[src/rtl/sdram_arb_pkg.sv]
// Shared definitions for the two-port SDRAM application-interface arbiter.
package sdram_arb_pkg;

  localparam int ADDR_W = 22;

  // Watchdog terminal value used when the timeout feature is built in.
  localparam logic [19:0] WDOG_LIMIT = 20'hFFFFF;

  typedef enum logic [2:0] {
    ST_IDLE    = 3'd0,
    ST_WRITE   = 3'd1,
    ST_DRAIN   = 3'd2,
    ST_READ    = 3'd3,
    ST_RELEASE = 3'd4
  } arb_state_t;

endpackage

[src/rtl/sdram_rr_pick.sv]
// Two-requester round-robin chooser: on a tie the port that was not granted
// last wins; a lone requester always wins.
module sdram_rr_pick (
  input  logic [1:0] req,
  input  logic       last_grant,
  output logic       winner
);

  // Pick the winning port index from the current requests.
  always_comb begin
    winner = 1'b0;
    if (req == 2'b11)
      winner = ~last_grant;
    else if (req[1])
      winner = 1'b1;
  end

endmodule

[src/rtl/sdram_port_arbiter.sv]
// Round-robin arbiter sharing one SDRAM core application interface between
// two requester ports. Each grant covers a whole transfer of LEN words.
// Optional watchdog: define SDRAM_ARB_TIMEOUT_EN to build the 20-bit stall
// timer and the sticky arb_error flag; otherwise arb_error is tied low.
module sdram_port_arbiter
  import sdram_arb_pkg::*;
#(
  parameter int LEN_W        = 16,
  parameter int DRAIN_CYCLES = 8
) (
  input  logic              clk,
  input  logic              rst,
  input  logic              sdram_ready,
  input  logic              p0_req,
  input  logic              p1_req,
  input  logic              p0_we,
  input  logic              p1_we,
  input  logic [ADDR_W-1:0] p0_addr,
  input  logic [ADDR_W-1:0] p1_addr,
  input  logic [LEN_W-1:0]  p0_len,
  input  logic [LEN_W-1:0]  p1_len,
  input  logic              p0_wr_pulse,
  input  logic              p1_wr_pulse,
  input  logic [31:0]       p0_wr_data,
  input  logic [31:0]       p1_wr_data,
  input  logic [3:0]        p0_wr_mask,
  input  logic [3:0]        p1_wr_mask,
  input  logic              p0_rd_pulse,
  input  logic              p1_rd_pulse,
  output logic              p0_gnt,
  output logic              p1_gnt,
  output logic              p0_done,
  output logic              p1_done,
  output logic              app_write_enable,
  output logic              app_read_enable,
  output logic [ADDR_W-1:0] app_address,
  output logic              app_write_pulse,
  output logic [31:0]       app_write_data,
  output logic [3:0]        app_write_mask,
  output logic              app_read_pulse,
  input  logic              write_fifo_full,
  input  logic              write_fifo_empty,
  input  logic              read_fifo_empty,
  output logic              arb_error
);

  // DRAIN_CYCLES is expected to be at least 1; the counter holds DRAIN_CYCLES-1.
  localparam int DRAIN_W = (DRAIN_CYCLES > 1) ? $clog2(DRAIN_CYCLES) : 1;

  arb_state_t          state;
  logic                owner;
  logic                last_grant;
  logic [LEN_W-1:0]    count;
  logic [DRAIN_W-1:0]  drain_cnt;
  logic                empty_seen;
  logic                winner;
  logic [1:0]          req_vec;
  logic                sel_we;
  logic [ADDR_W-1:0]   sel_addr;
  logic [LEN_W-1:0]    sel_len;
  logic                busy;
  logic                xfer_end;
  logic                timeout_hit;

  assign req_vec = {p1_req, p0_req};
  assign busy    = (state == ST_WRITE) || (state == ST_DRAIN) || (state == ST_READ);

  sdram_rr_pick u_pick (
    .req        (req_vec),
    .last_grant (last_grant),
    .winner     (winner)
  );

  // Route the granted port onto the core; an ungranted port sees nothing.
  always_comb begin
    app_write_pulse = 1'b0;
    app_read_pulse  = 1'b0;
    app_write_data  = '0;
    app_write_mask  = '0;
    if (p0_gnt) begin
      app_write_pulse = p0_wr_pulse & ~write_fifo_full;
      app_read_pulse  = p0_rd_pulse & ~read_fifo_empty;
      app_write_data  = p0_wr_data;
      app_write_mask  = p0_wr_mask;
    end else if (p1_gnt) begin
      app_write_pulse = p1_wr_pulse & ~write_fifo_full;
      app_read_pulse  = p1_rd_pulse & ~read_fifo_empty;
      app_write_data  = p1_wr_data;
      app_write_mask  = p1_wr_mask;
    end
  end

  // Select the winning port's transfer descriptor and flag normal completion.
  always_comb begin
    sel_we   = winner ? p1_we   : p0_we;
    sel_addr = winner ? p1_addr : p0_addr;
    sel_len  = winner ? p1_len  : p0_len;
    xfer_end = ((state == ST_DRAIN) && empty_seen && (drain_cnt == '0)) ||
               ((state == ST_READ) && app_read_pulse && (count == '0));
  end

`ifdef SDRAM_ARB_TIMEOUT_EN
  logic [19:0] wdog;

  assign timeout_hit = busy && (wdog == WDOG_LIMIT);

  // Stall watchdog: restarts on every accepted word, runs while a transfer is active.
  always_ff @(posedge clk or posedge rst) begin
    if (rst) begin
      wdog      <= '0;
      arb_error <= 1'b0;
    end else begin
      if (!busy || app_write_pulse || app_read_pulse)
        wdog <= '0;
      else
        wdog <= wdog + 20'd1;
      if (timeout_hit)
        arb_error <= 1'b1;
    end
  end
`else
  assign timeout_hit = 1'b0;
  assign arb_error   = 1'b0;
`endif

  // Arbitration FSM with registered grant, enables, address and done pulses.
  always_ff @(posedge clk or posedge rst) begin
    if (rst) begin
      state            <= ST_IDLE;
      owner            <= 1'b0;
      last_grant       <= 1'b1;
      count            <= '0;
      drain_cnt        <= '0;
      empty_seen       <= 1'b0;
      p0_gnt           <= 1'b0;
      p1_gnt           <= 1'b0;
      p0_done          <= 1'b0;
      p1_done          <= 1'b0;
      app_write_enable <= 1'b0;
      app_read_enable  <= 1'b0;
      app_address      <= '0;
    end else begin
      p0_done <= 1'b0;
      p1_done <= 1'b0;
      if (busy && (!sdram_ready || timeout_hit || xfer_end)) begin
        p0_gnt           <= 1'b0;
        p1_gnt           <= 1'b0;
        app_write_enable <= 1'b0;
        app_read_enable  <= 1'b0;
        app_address      <= '0;
        last_grant       <= owner;
        if (!sdram_ready) begin
          state <= ST_IDLE;
        end else begin
          state <= ST_RELEASE;
          if (!timeout_hit) begin
            p0_done <= ~owner;
            p1_done <= owner;
          end
        end
      end else begin
        case (state)
          ST_IDLE: begin
            if (sdram_ready && (req_vec != 2'b00)) begin
              owner       <= winner;
              p0_gnt      <= ~winner;
              p1_gnt      <= winner;
              app_address <= sel_addr;
              count       <= (sel_len == '0) ? '0 : sel_len - LEN_W'(1);
              empty_seen  <= 1'b0;
              if (sel_we) begin
                state            <= ST_WRITE;
                app_write_enable <= 1'b1;
              end else begin
                state           <= ST_READ;
                app_read_enable <= 1'b1;
              end
            end
          end
          ST_WRITE: begin
            if (app_write_pulse) begin
              if (count == '0)
                state <= ST_DRAIN;
              else
                count <= count - LEN_W'(1);
            end
          end
          ST_DRAIN: begin
            if (!empty_seen) begin
              if (write_fifo_empty) begin
                empty_seen <= 1'b1;
                drain_cnt  <= DRAIN_W'(DRAIN_CYCLES - 1);
              end
            end else begin
              drain_cnt <= drain_cnt - DRAIN_W'(1);
            end
          end
          ST_READ: begin
            if (app_read_pulse)
              count <= count - LEN_W'(1);
          end
          ST_RELEASE: state <= ST_IDLE;
          default:    state <= ST_IDLE;
        endcase
      end
    end
  end

endmodule
[config.mk]
export PLATFORM = sky130hd
export DESIGN_NAME = sdram_port_arbiter
export DESIGN_NICKNAME = d
export VERILOG_FILES = /design/src/rtl/sdram_arb_pkg.sv /design/src/rtl/sdram_rr_pick.sv /design/src/rtl/sdram_port_arbiter.sv
export SDC_FILE = /design/constraint.sdc
export NUM_CORES = 1
export LEC_CHECK = 0
export BUFFER_PORTS_ARGS = -buffer_cell sky130_fd_sc_hd__buf_2
export CORE_ASPECT_RATIO = 0.8
export CORE_UTILIZATION = 30
export CTS_CLUSTER_SIZE = 12
export DETAILED_ROUTE_END_ITERATION = 8
export SLEW_MARGIN = 20
export SYNTH_ARGS = -nofsm -noshare
export SYNTH_HDL_FRONTEND = slang
export SYNTH_HIERARCHICAL = 1
export SYNTH_SLANG_ARGS = --single-unit
[constraint.sdc]
create_clock -name clk -period 4.45 [get_ports clk]
set_input_delay 0.445 -clock clk [delete_from_list [all_inputs] [get_ports clk]]
set_output_delay 0.445 -clock clk [all_outputs]
set_load 0.01 [all_outputs]
==> results.json <==
{
  "period_share_pct": 72.07,
  "antennaDiodeCount": 0,
  "worst_slew_pin_slew_ps": 1073,
  "firstDrtPassIters": 5,
  "slew_violations": 0,
  "setup_viol": 0,
  "vias_per_cell": 5.263,
  "wl_per_cell_um": 16.59,
  "synth_nets": 623,
  "grt_pass1_vias": 4196,
  "rsz0062_at_grt": "false",
  "worstSetupPathType": "reg2reg",
  "cts_setup_buffers": 0,
  "cts_tree": "done",
  "synth_edf_count": 0,
  "max_slew_margin_pct": 28.06,
  "yosys_warnings": 6,
  "ys.flop_type": "dfrtp_1",
  "slowest_delay_ps": 650,
  "dieArea_mm2": 0.01371,
  "setup.worst_path.start_class": "flop",
  "path_max_fanout": 21,
  "synth_top_cell_by_area": "dfrtp_1",
  "grt_use_total_pct": 20.28,
  "io_buffers": 227,
  "synth_cells": 455,
  "num_vias": 4416,
  "synth_top_area_share_pct": 32.76,
  "dp_hpwl_um": 11050,
  "dp_slack_ps": 1007,
  "period_minus_slack_ps": 3207,
  "wl_um": 13920,
  "r2r_cells": 8,
  "cp.required_ps": 4610,
  "final_nets": 831,
  "io_pins": 229,
  "areaGrowthSynthToFinish_pct": 36.79,
  "clk_pin_slew_ps": 70,
  "ys_seq_elements": 53,
  "cap_violations": 0,
  "antenna_left": 0,
  "grt_pass1_wl_um": 21910,
  "initial_core_util_pct": 30.87,
  "cpMaxStageDelayCell": "or4b_2",
  "hold_class": "in2async",
  "path_cells": "a21boi_4 -> buf_4 -> or4b_2 -> a211oi_2 -> nand4b_1 -> nand2_1 -> o221ai_1 -> a21boi_1",
  "status": "finished clean",
  "ys_async_sr_fraction_pct": 100.0,
  "core_area_mm2": 0.01287,
  "synth.avg_cell_area_um2": 8.731,
  "root_buffer": "clkbuf_16",
  "fmax_mhz": 311.8,
  "finalClockSkew_ps": 8.383,
  "setup_tns_ps": 0,
  "remaining_drc_errors": 0,
  "drive_gt1_share_pct": 39.16,
  "globalplace.congestion": 0.8250,
  "setup_slack_ps": 1243,
  "clk_latency_ps": 300,
  "die_height_um": 104.9,
  "grt_max_degree": 54,
  "clockBufferDepth": 2,
  "drt_iter0_markers": 256,
  "hold_violations": 0,
  "syn-cell-area_mm2": 0.003973,
  "antenna_found_initial": 1,
  "cts_resized": 0,
  "hold_buffers": 0,
  "p_per_area_mw_per_mm2": 547.7,
  "gr-total-overflow": 0,
  "synth.area.top_cells": "dfrtp_1 33%, mux2i_1 8.6%, a22o_1 8.4%",
  "cts_max_level": 2,
  "peakVddDrop_uv": 245.0,
  "synth_cell_type_count": 66,
  "critical_path.endpoint_type": "flop",
  "rows": 37,
  "cts.sink_count": 53,
  "cts_buffers": 5,
  "synth-seq-area-share_pct": 33.42,
  "leakage_nw": 2.658,
  "die_w_um": 130.7,
  "arrival_ps": 3360
}
[placed cells by master (no fill, tap or decap), drive strengths merged, types with 5 or more instances in the layout]
cell type	n
buf	235
nor2	56
dfrtp	52
a22o	38
mux2i	34
o21ai	28
a21oi	27
a211oi	27
nand2	19
nor3	11
nor4	10
nand3	9
xnor2	9
inv	8
clkbuf	8
and3	6
ha	6
nor4b	5
mux2	5
[registers in the layout, summed over array words and instances (netlist names)]
register and count:
drain_cnt 3, p0_gnt 1, state 3, owner 1, p1_done 1, p1_gnt 1, app_write_enable 1, empty_seen 1
p0_done 1, app_address 22, count 16, last_grant 1, app_read_enable 1
[power by group]
group          leakage (nW)  internal, mW  switching, mW  total (mW)
clock network        0.0841         0.282          0.179       0.461
registers             0.662         0.696          0.205       0.901
logic                  1.91         0.671          0.943        1.61
[cells in the mapped netlist, types with 4 or more instances]
master / number
a22oi_1: 4
xor2_1: 4
inv_1: 8
nand3_1: 9
nor3_1: 10
nor2b_1: 4
o21ai_0: 27
clkbuf_1: 17
ha_1: 6
mux2i_1: 34
nand4_1: 4
nor2_1: 56
or3_1: 4
nor4_1: 8
nor4b_1: 5
dfrtp_1: 52
and3_1: 6
buf_2: 12
nand3b_1: 4
xnor2_1: 9
a211oi_1: 26
nand2_1: 19
a22o_1: 38
mux2_2: 5
a21oi_1: 27
[metal layers]
layer | share of wire, % | wire (µm) | track usage (%)
met4 | 0.75 | 104 | 3.941
met3 | 7.1 | 982 | 3.584
met2 | 43 | 6003 | 28.99
met1 | 49 | 6826 | 31.37
met5 | 0 | 0 | 0
[worst paths after layout]
kind,startpoint,end,slack [ps]
max,last_grant,count[1],1240
min,rst,app_address[5],330
max reg2reg,last_grant,count[1],1240
min in group clk,p0_addr[21],app_address[21],400
min reg2reg,owner,p0_done,480
max in group asynchronous,rst,app_address[16],3640
[stage by stage]
stage               cells  util (%)  power, mW  cell area [µm²]  hold slack, ps
floorplan             455         -      1.944             3973           433.8
global placement      829     40.70      2.471             5238           476.7
detailed placement    829     40.74      2.510             5243           476.5
CTS                   837     42.08      2.976             5415           370.1
global route          839     42.22      3.199             5434           399.7
finish                839     42.22      2.976             5434           332.9
[critical path, delay by kind of cell (launching register included)]
kind                   cells  cell delay [ps]
AO/OA/AOI/OAI              4             1110
flip-flops                 1              380
buffers and inverters      1              370
AND/OR/NAND/NOR            3             1200
[kinds of logic (layout without fill, tap and decap cells)]
family / after synthesis / after routing / synth area share (%)
AO/OA/AOI/OAI: 151 / 151 / 27.12
AND/OR/NAND/NOR: 149 / 149 / 19.81
flip-flops: 53 / 53 / 33.42
buffers and inverters: 43 / 252 / 4.819
multiplexers: 39 / 39 / 9.984
XOR/XNOR: 13 / 13 / 2.866
adder cells (fa/ha/maj): 6 / 6 / 1.890
other: 1 / 1 / 0.09440
[layout make-up]
cell class              count  area (µm²)
multi-input cells         359        2477
fillers                  1322        7436
well taps                 175       219.0
flip-flops and latches     53        1328
clock buffers               7       142.6
clock inverters             1       30.03
repair buffers            236        1207
inverters                   8       30.03
Note: power is estimated with default switching activity, not from simulation.
